==> src/rtl/proc_datapath_if.sv <==
// proc_datapath_if: control word from the processor FSM into the datapath,
// plus the bus/status/debug signals coming back out of it.
interface proc_datapath_if #(
  parameter int WIDTH = 8
) ();
  // control word (FSM -> datapath)
  logic [WIDTH-1:0] data_in;
  logic             data_out;
  logic [7:0]       R_out;
  logic [7:0]       R_in;
  logic             a_in;
  logic             g_in;
  logic             g_out;
  logic             AddSub;
  logic [6:0]       math_enables;
  logic [2:0]       dbg_sel;
  // status / observation (datapath -> FSM)
  logic [WIDTH-1:0] bus;
  logic [WIDTH-1:0] dbg_data;
  logic [WIDTH-1:0] g_value;
  logic             zero;
  logic             carry;
  logic             bus_conflict;
  logic             alu_illegal;

  modport master (
    output data_in, data_out, R_out, R_in, a_in, g_in, g_out, AddSub, math_enables, dbg_sel,
    input  bus, dbg_data, g_value, zero, carry, bus_conflict, alu_illegal
  );

  modport slave (
    input  data_in, data_out, R_out, R_in, a_in, g_in, g_out, AddSub, math_enables, dbg_sel,
    output bus, dbg_data, g_value, zero, carry, bus_conflict, alu_illegal
  );
endinterface

==> src/rtl/proc_datapath.sv <==
// proc_datapath: register file, A/G registers, shared bus and ALU driven one
// control word per clock by the processor FSM.
// Optional feature: DATAPATH_DIVMOD_EN builds the combinational divider for
// the div/mod ops; without it a div/mod G load is flagged as illegal.

// One register-file entry.
module proc_datapath_reg_cell #(
  parameter int WIDTH = 8
) (
  input  logic             clk,
  input  logic             reset,
  input  logic             we_i,
  input  logic [WIDTH-1:0] d_i,
  output logic [WIDTH-1:0] q_o
);
  logic [WIDTH-1:0] q_q;

  // entry storage, cleared by reset, loaded from the bus on write enable
  always_ff @(posedge clk) begin
    if (reset)     q_q <= '0;
    else if (we_i) q_q <= d_i;
  end

  assign q_o = q_q;
endmodule

module proc_datapath #(
  parameter int WIDTH = 8,
  parameter int NREGS = 8
) (
  input  logic            clk,
  input  logic            reset,
  proc_datapath_if.slave  dp_io
);
  logic [NREGS-1:0][WIDTH-1:0] r_q;
  logic [WIDTH-1:0] a_q, g_q;
  logic             zero_q, carry_q, conflict_q, illegal_q;

  logic [WIDTH-1:0] bus_d, rsel_d;
  logic [1:0]       src_cnt_d;
  logic             rout_multi_d, conflict_d;

  logic [WIDTH:0]   sum_d, diff_d;
  logic [WIDTH-1:0] alu_res_d;
  logic             alu_cy_d, alu_bad_d, g_load_d;

  // Register file: a cell that is both source and destination keeps its value.
  for (genvar g = 0; g < NREGS; g++) begin : g_rf
    proc_datapath_reg_cell #(.WIDTH(WIDTH)) u_cell (
      .clk   (clk),
      .reset (reset),
      .we_i  (dp_io.R_in[g] & ~dp_io.R_out[g]),
      .d_i   (bus_d),
      .q_o   (r_q[g])
    );
  end

  // Bus source mux: data_in > G > register file (lowest set R_out bit) > 0.
  always_comb begin
    rsel_d = '0;
    for (int i = NREGS - 1; i >= 0; i--)
      if (dp_io.R_out[i]) rsel_d = r_q[i];
    if (dp_io.data_out)   bus_d = dp_io.data_in;
    else if (dp_io.g_out) bus_d = g_q;
    else                  bus_d = rsel_d;
  end

  // Protocol check: more than one bus driver class, or a multi-hot R_out.
  always_comb begin
    src_cnt_d    = {1'b0, dp_io.data_out} + {1'b0, dp_io.g_out} + {1'b0, |dp_io.R_out};
    rout_multi_d = (dp_io.R_out & (dp_io.R_out - 8'd1)) != 8'd0;
    conflict_d   = (src_cnt_d > 2'd1) | rout_multi_d;
  end

  // ALU: A op bus. Extra top bit of sum/diff gives carry-out / borrow.
  always_comb begin
    sum_d     = {1'b0, a_q} + {1'b0, bus_d};
    diff_d    = {1'b0, a_q} - {1'b0, bus_d};
    alu_res_d = '0;
    alu_cy_d  = 1'b0;
    alu_bad_d = 1'b0;
    case (dp_io.math_enables)
      7'b000_0000: begin
        if (dp_io.AddSub) begin alu_res_d = diff_d[WIDTH-1:0]; alu_cy_d = diff_d[WIDTH]; end
        else              begin alu_res_d = sum_d[WIDTH-1:0];  alu_cy_d = sum_d[WIDTH];  end
      end
      7'b100_0000: alu_res_d = a_q ^ bus_d;
      7'b010_0000: begin alu_res_d = sum_d[WIDTH-1:0];  alu_cy_d = sum_d[WIDTH];  end
      7'b001_0000: begin alu_res_d = diff_d[WIDTH-1:0]; alu_cy_d = diff_d[WIDTH]; end
      7'b000_1000: alu_res_d = a_q & bus_d;
      7'b000_0100: alu_res_d = a_q | bus_d;
`ifdef DATAPATH_DIVMOD_EN
      // divide by zero: quotient saturates to all ones, remainder is A
      7'b000_0010: alu_res_d = (bus_d == '0) ? '1  : a_q / bus_d;
      7'b000_0001: alu_res_d = (bus_d == '0) ? a_q : a_q % bus_d;
`else
      7'b000_0010: alu_bad_d = 1'b1;
      7'b000_0001: alu_bad_d = 1'b1;
`endif
      default:     alu_bad_d = 1'b1;
    endcase
  end

  // G only loads when it is not also driving the bus (writeback step holds G).
  assign g_load_d = dp_io.g_in & ~dp_io.g_out;

  // A, G, status flags and one-cycle violation pulses.
  always_ff @(posedge clk) begin
    if (reset) begin
      a_q        <= '0;
      g_q        <= '0;
      zero_q     <= 1'b1;
      carry_q    <= 1'b0;
      conflict_q <= 1'b0;
      illegal_q  <= 1'b0;
    end else begin
      if (dp_io.a_in) a_q <= bus_d;
      conflict_q <= conflict_d;
      illegal_q  <= g_load_d & alu_bad_d;
      if (g_load_d && !alu_bad_d) begin
        g_q     <= alu_res_d;
        zero_q  <= (alu_res_d == '0);
        carry_q <= alu_cy_d;
      end
    end
  end

  assign dp_io.bus          = bus_d;
  assign dp_io.dbg_data     = r_q[dp_io.dbg_sel];
  assign dp_io.g_value      = g_q;
  assign dp_io.zero         = zero_q;
  assign dp_io.carry        = carry_q;
  assign dp_io.bus_conflict = conflict_q;
  assign dp_io.alu_illegal  = illegal_q;
endmodule

==> src/flat_wrapper.sv <==
// flat-port wrapper written by rule: the top's interface ports become plain ports
module proc_datapath_flat 
#(
  parameter int WIDTH = 8,
  parameter int NREGS = 8
)
  (clk, reset, dp_io_data_in, dp_io_data_out, dp_io_R_out, dp_io_R_in, dp_io_a_in, dp_io_g_in, dp_io_g_out, dp_io_AddSub, dp_io_math_enables, dp_io_dbg_sel, dp_io_bus, dp_io_dbg_data, dp_io_g_value, dp_io_zero, dp_io_carry, dp_io_bus_conflict, dp_io_alu_illegal);
  proc_datapath_if #(.WIDTH(WIDTH)) dp_io_i ();
  input  logic clk;
  input  logic reset;
  input wire logic [$bits(dp_io_i.data_in)-1:0] dp_io_data_in;
  input wire logic [$bits(dp_io_i.data_out)-1:0] dp_io_data_out;
  input wire logic [$bits(dp_io_i.R_out)-1:0] dp_io_R_out;
  input wire logic [$bits(dp_io_i.R_in)-1:0] dp_io_R_in;
  input wire logic [$bits(dp_io_i.a_in)-1:0] dp_io_a_in;
  input wire logic [$bits(dp_io_i.g_in)-1:0] dp_io_g_in;
  input wire logic [$bits(dp_io_i.g_out)-1:0] dp_io_g_out;
  input wire logic [$bits(dp_io_i.AddSub)-1:0] dp_io_AddSub;
  input wire logic [$bits(dp_io_i.math_enables)-1:0] dp_io_math_enables;
  input wire logic [$bits(dp_io_i.dbg_sel)-1:0] dp_io_dbg_sel;
  output wire logic [$bits(dp_io_i.bus)-1:0] dp_io_bus;
  output wire logic [$bits(dp_io_i.dbg_data)-1:0] dp_io_dbg_data;
  output wire logic [$bits(dp_io_i.g_value)-1:0] dp_io_g_value;
  output wire logic [$bits(dp_io_i.zero)-1:0] dp_io_zero;
  output wire logic [$bits(dp_io_i.carry)-1:0] dp_io_carry;
  output wire logic [$bits(dp_io_i.bus_conflict)-1:0] dp_io_bus_conflict;
  output wire logic [$bits(dp_io_i.alu_illegal)-1:0] dp_io_alu_illegal;
  assign dp_io_i.data_in = dp_io_data_in;
  assign dp_io_i.data_out = dp_io_data_out;
  assign dp_io_i.R_out = dp_io_R_out;
  assign dp_io_i.R_in = dp_io_R_in;
  assign dp_io_i.a_in = dp_io_a_in;
  assign dp_io_i.g_in = dp_io_g_in;
  assign dp_io_i.g_out = dp_io_g_out;
  assign dp_io_i.AddSub = dp_io_AddSub;
  assign dp_io_i.math_enables = dp_io_math_enables;
  assign dp_io_i.dbg_sel = dp_io_dbg_sel;
  assign dp_io_bus = dp_io_i.bus;
  assign dp_io_dbg_data = dp_io_i.dbg_data;
  assign dp_io_g_value = dp_io_i.g_value;
  assign dp_io_zero = dp_io_i.zero;
  assign dp_io_carry = dp_io_i.carry;
  assign dp_io_bus_conflict = dp_io_i.bus_conflict;
  assign dp_io_alu_illegal = dp_io_i.alu_illegal;
  proc_datapath #(.WIDTH(WIDTH), .NREGS(NREGS)) u_core (.clk(clk), .reset(reset), .dp_io(dp_io_i));
endmodule
==> config.mk <==
export PLATFORM = sky130hd
export DESIGN_NAME = proc_datapath_flat
export DESIGN_NICKNAME = d
export VERILOG_FILES = /design/src/rtl/proc_datapath_if.sv /design/src/rtl/proc_datapath.sv /design/src/flat_wrapper.sv
export SDC_FILE = /design/constraint.sdc
export NUM_CORES = 1
export LEC_CHECK = 0
export CORE_ASPECT_RATIO = 1.4
export CORE_MARGIN = 1.5
export CORE_UTILIZATION = 40
export DETAILED_ROUTE_END_ITERATION = 16
export GPL_ROUTABILITY_DRIVEN = 0
export PLACE_DENSITY_LB_ADDON = 0.3
export SYNTH_ARGS = -nofsm -noshare
export SYNTH_HDL_FRONTEND = slang
export SYNTH_SLANG_ARGS = --single-unit
export TNS_END_PERCENT = 1
==> constraint.sdc <==
create_clock -name clk -period 5.1 [get_ports clk]
set_input_delay 0.765 -clock clk [delete_from_list [all_inputs] [get_ports clk]]
set_output_delay 0.765 -clock clk [all_outputs]
set_load 0.01 [all_outputs]
==> out/results.ini <==
[run_status]
outcome=complete, no violations

[drt]
ant_nets=0
drc_errors=0
drt-pass1-iter-count=5
wl_per_cell_um=18.79
viasPerCell=5.884
vias=5219
drtIter0Drc=344
routed_wl_um=16670

[cts]
cts_buffers=9
cts_tree=built
clock_latency_ns=0.34
clock_sinks=84
cts_root_buffer=clkbuf_16
cts.path.max_buffers=2
postCtsResizedCells=0
clk_pin_slew_worst_paths_ns=0.06
cts_setup_buffers=0
h-tree-depth=3
cts-hold-fix-buffers=0

[global_routing]
grt_pass1_wl_um=26770
grt_use_total_pct=24.06
grt_max_degree=49
overflow=0
grt_pass1_vias=5073
antenna_found_initial=0

[synth]
synth-seq-cells=84
netlist_instances=648
yosysMostFrequentCell=dfxtp_1
synth.yosys.seq_area_share_pct=31.08
yosysTopAreaCell=dfxtp_1
synth_nets=719
synthArstFlopShare_pct=0
ys_types=70
ys_warn_count=0
synth-main-ff-cell=dfxtp_1
syn_avg_cell_area_um2=8.349
syn-cell-area_mm2=0.005410
synth_top_area_share_pct=31.08
synth_edf_count=0
synth_top_cells_by_count=dfxtp_1, o21ai_0, a211oi_1
synthTopCellsByArea=dfxtp_1, a211oi_1, mux4_2

[floorplan]
num_io_pins=69
initial_core_util_pct=40.79
die_height_um=140.6
core_mm2=0.01326
die_area_mm2=0.01424
die_w_um=101.3
rows=50

[timing]
slew_viol_final=0
rsz0062_at_grt=false
tightest_slew_ns=1.274
hold_violations=0
setup_slack_ns=0.3019
period_minus_slack_ns=4.798
setup-tns-final_ns=0
slew_headroom_pct=14.86
fin_skew_ns=0.005971
max_freq_mhz=208.4
finalCritPeriodShare_pct=94.08
setup_viol=0

[cells_and_area]
drive_gt1_share_pct=12.62
fin_util_pct=49.75
num-nets-final=771
n_fill_cell=1306
diodes=0
area_growth_pct=21.95

[setup_path]
critical_path_peak_fanout=11
critPathKind=primary input to register
setup.worst_path.start_class=primary input
required_ns=5.33
timing.reg2reg.setup_slack_ns=1.15
end_kind=register
cp.arrival_ns=5.03

[worst_hold_path]
hp-class=register to register

[pwr]
leakage_nw=2.434
ir_worst_vdd_uv=147.7
powerDensity_mw_per_mm2=274.5

[placement]
place_ws_ns=0.002621
post-dp-hpwl_um=12610
port_buffers=68

[run]
max-cap-violations=0

-- stage by stage --
| stage | cells | hold WS (ns) | power, mW | instance area, um2 |
|---|---|---|---|---|
| finish | 887 | 0.5153 | 1.811 | 6598 |
| global route | 887 | 0.5258 | 1.890 | 6598 |
| CTS | 887 | 0.5136 | 1.815 | 6598 |
| detailed placement | 871 | 0.5043 | 1.142 | 6292 |
| global placement | 871 | 0.4960 | 1.132 | 6292 |
| floorplan | 648 | 0.4834 | 0.9878 | 5410 |
-- final timing paths --
kind                           startpoint                           end  cells after the start
max                        dp_io_R_out[6]             u_core.dp_io.zero                     17
min          u_core.g_rf[7].u_cell.q_o[2]  u_core.g_rf[7].u_cell.q_o[2]                      2
max reg2reg  u_core.g_rf[7].u_cell.q_o[0]             u_core.dp_io.zero                     17
min reg2reg  u_core.g_rf[7].u_cell.q_o[2]  u_core.g_rf[7].u_cell.q_o[2]                      2
-- layout by cell type, fill, tap and decap left out, drive strengths merged, types with 2 or more instances in the layout --
| cell type | instances |
|---|---|
| a211oi | 61 |
| clkbuf | 13 |
| nor3 | 20 |
| xnor2 | 2 |
| mux2 | 8 |
| or2 | 4 |
| o21ai | 61 |
| o311ai | 8 |
| and2b | 2 |
| a21oi | 50 |
| o211ai | 2 |
| a31oi | 8 |
| nor3b | 3 |
| nor4 | 4 |
| o2111ai | 4 |
| mux4 | 16 |
| nand3 | 5 |
| o21a | 4 |
| inv | 28 |
| nor2b | 33 |
| nand2b | 5 |
| buf | 31 |
| and3b | 8 |
| and3 | 2 |
| nor2 | 58 |
| o21ba | 2 |
| a2111oi | 3 |
| ha | 28 |
| fa | 2 |
| o2bb2ai | 2 |
| clkdlybuf4s50 | 67 |
| or4 | 3 |
| nand2 | 42 |
| o311a | 2 |
| clkinvlp | 2 |
| a2bb2oi | 3 |
| dfxtp | 84 |
-- sequential cells by signal, summed over array words and instances, names as in the netlist --
name,cells
u_core.dp_io.alu_illegal,1
u_core.dp_io.g_value,8
u_core.g_rf.u_cell.q_o,64
u_core.dp_io.bus_conflict,1
u_core.a_q,8
u_core.dp_io.zero,1
u_core.dp_io.carry,1
-- kinds of logic after synthesis --
group,after synthesis,share of synthesized area (%)
mux,25,8.511
flops,84,31.08
compound gates,225,26.99
buf+inv,85,6.498
simple gates,195,19.03
xor+xnor,3,0.4858
fa+ha+maj,31,7.401
-- layer usage --
layer	vias up	global-route usage [%]	wire length, um
li1	2471	-	-
met1	2513	28.16	6700
met2	183	42.35	8476
met3	52	4.165	858
met4	0	10.75	631
met5	-	0	0
-- worst max-delay path, cell delays in order --
cell             delay [ns]
clkdlybuf4s50_1        0.57
buf_4                  0.26
and3b_1                0.21
a211oi_1               0.04
nor3_1                 0.15
a211oi_1               0.06
o311ai_0               0.38
a31oi_1                0.18
buf_4                  0.21
ha_1                   0.21
or3b_2                 0.44
a211oi_1               0.53
a2111oi_0              0.17
o221ai_1               0.30
nor3_1                 0.11
and3_1                 0.19
a311o_1                0.25
-- cell type report --
type,instances,area [um2],area share [%]
repair buffers,98,900.9,13.65
clock inverters,3,45.04,0.6827
well taps,182,227.7,3.452
multi-input cells,479,3377,51.19
inverters,28,105.1,1.593
clock buffers,13,260.3,3.945
flip-flops and latches,84,1682,25.49
-- power breakdown --
group	switching, mW	internal (mW)	leakage [nW]
sequential	0.0320	0.696	0.691
combinational	0.221	0.185	1.60
clock	0.270	0.407	0.142
total	0.523	1.29	2.43
(Power assumes the default switching activity.)
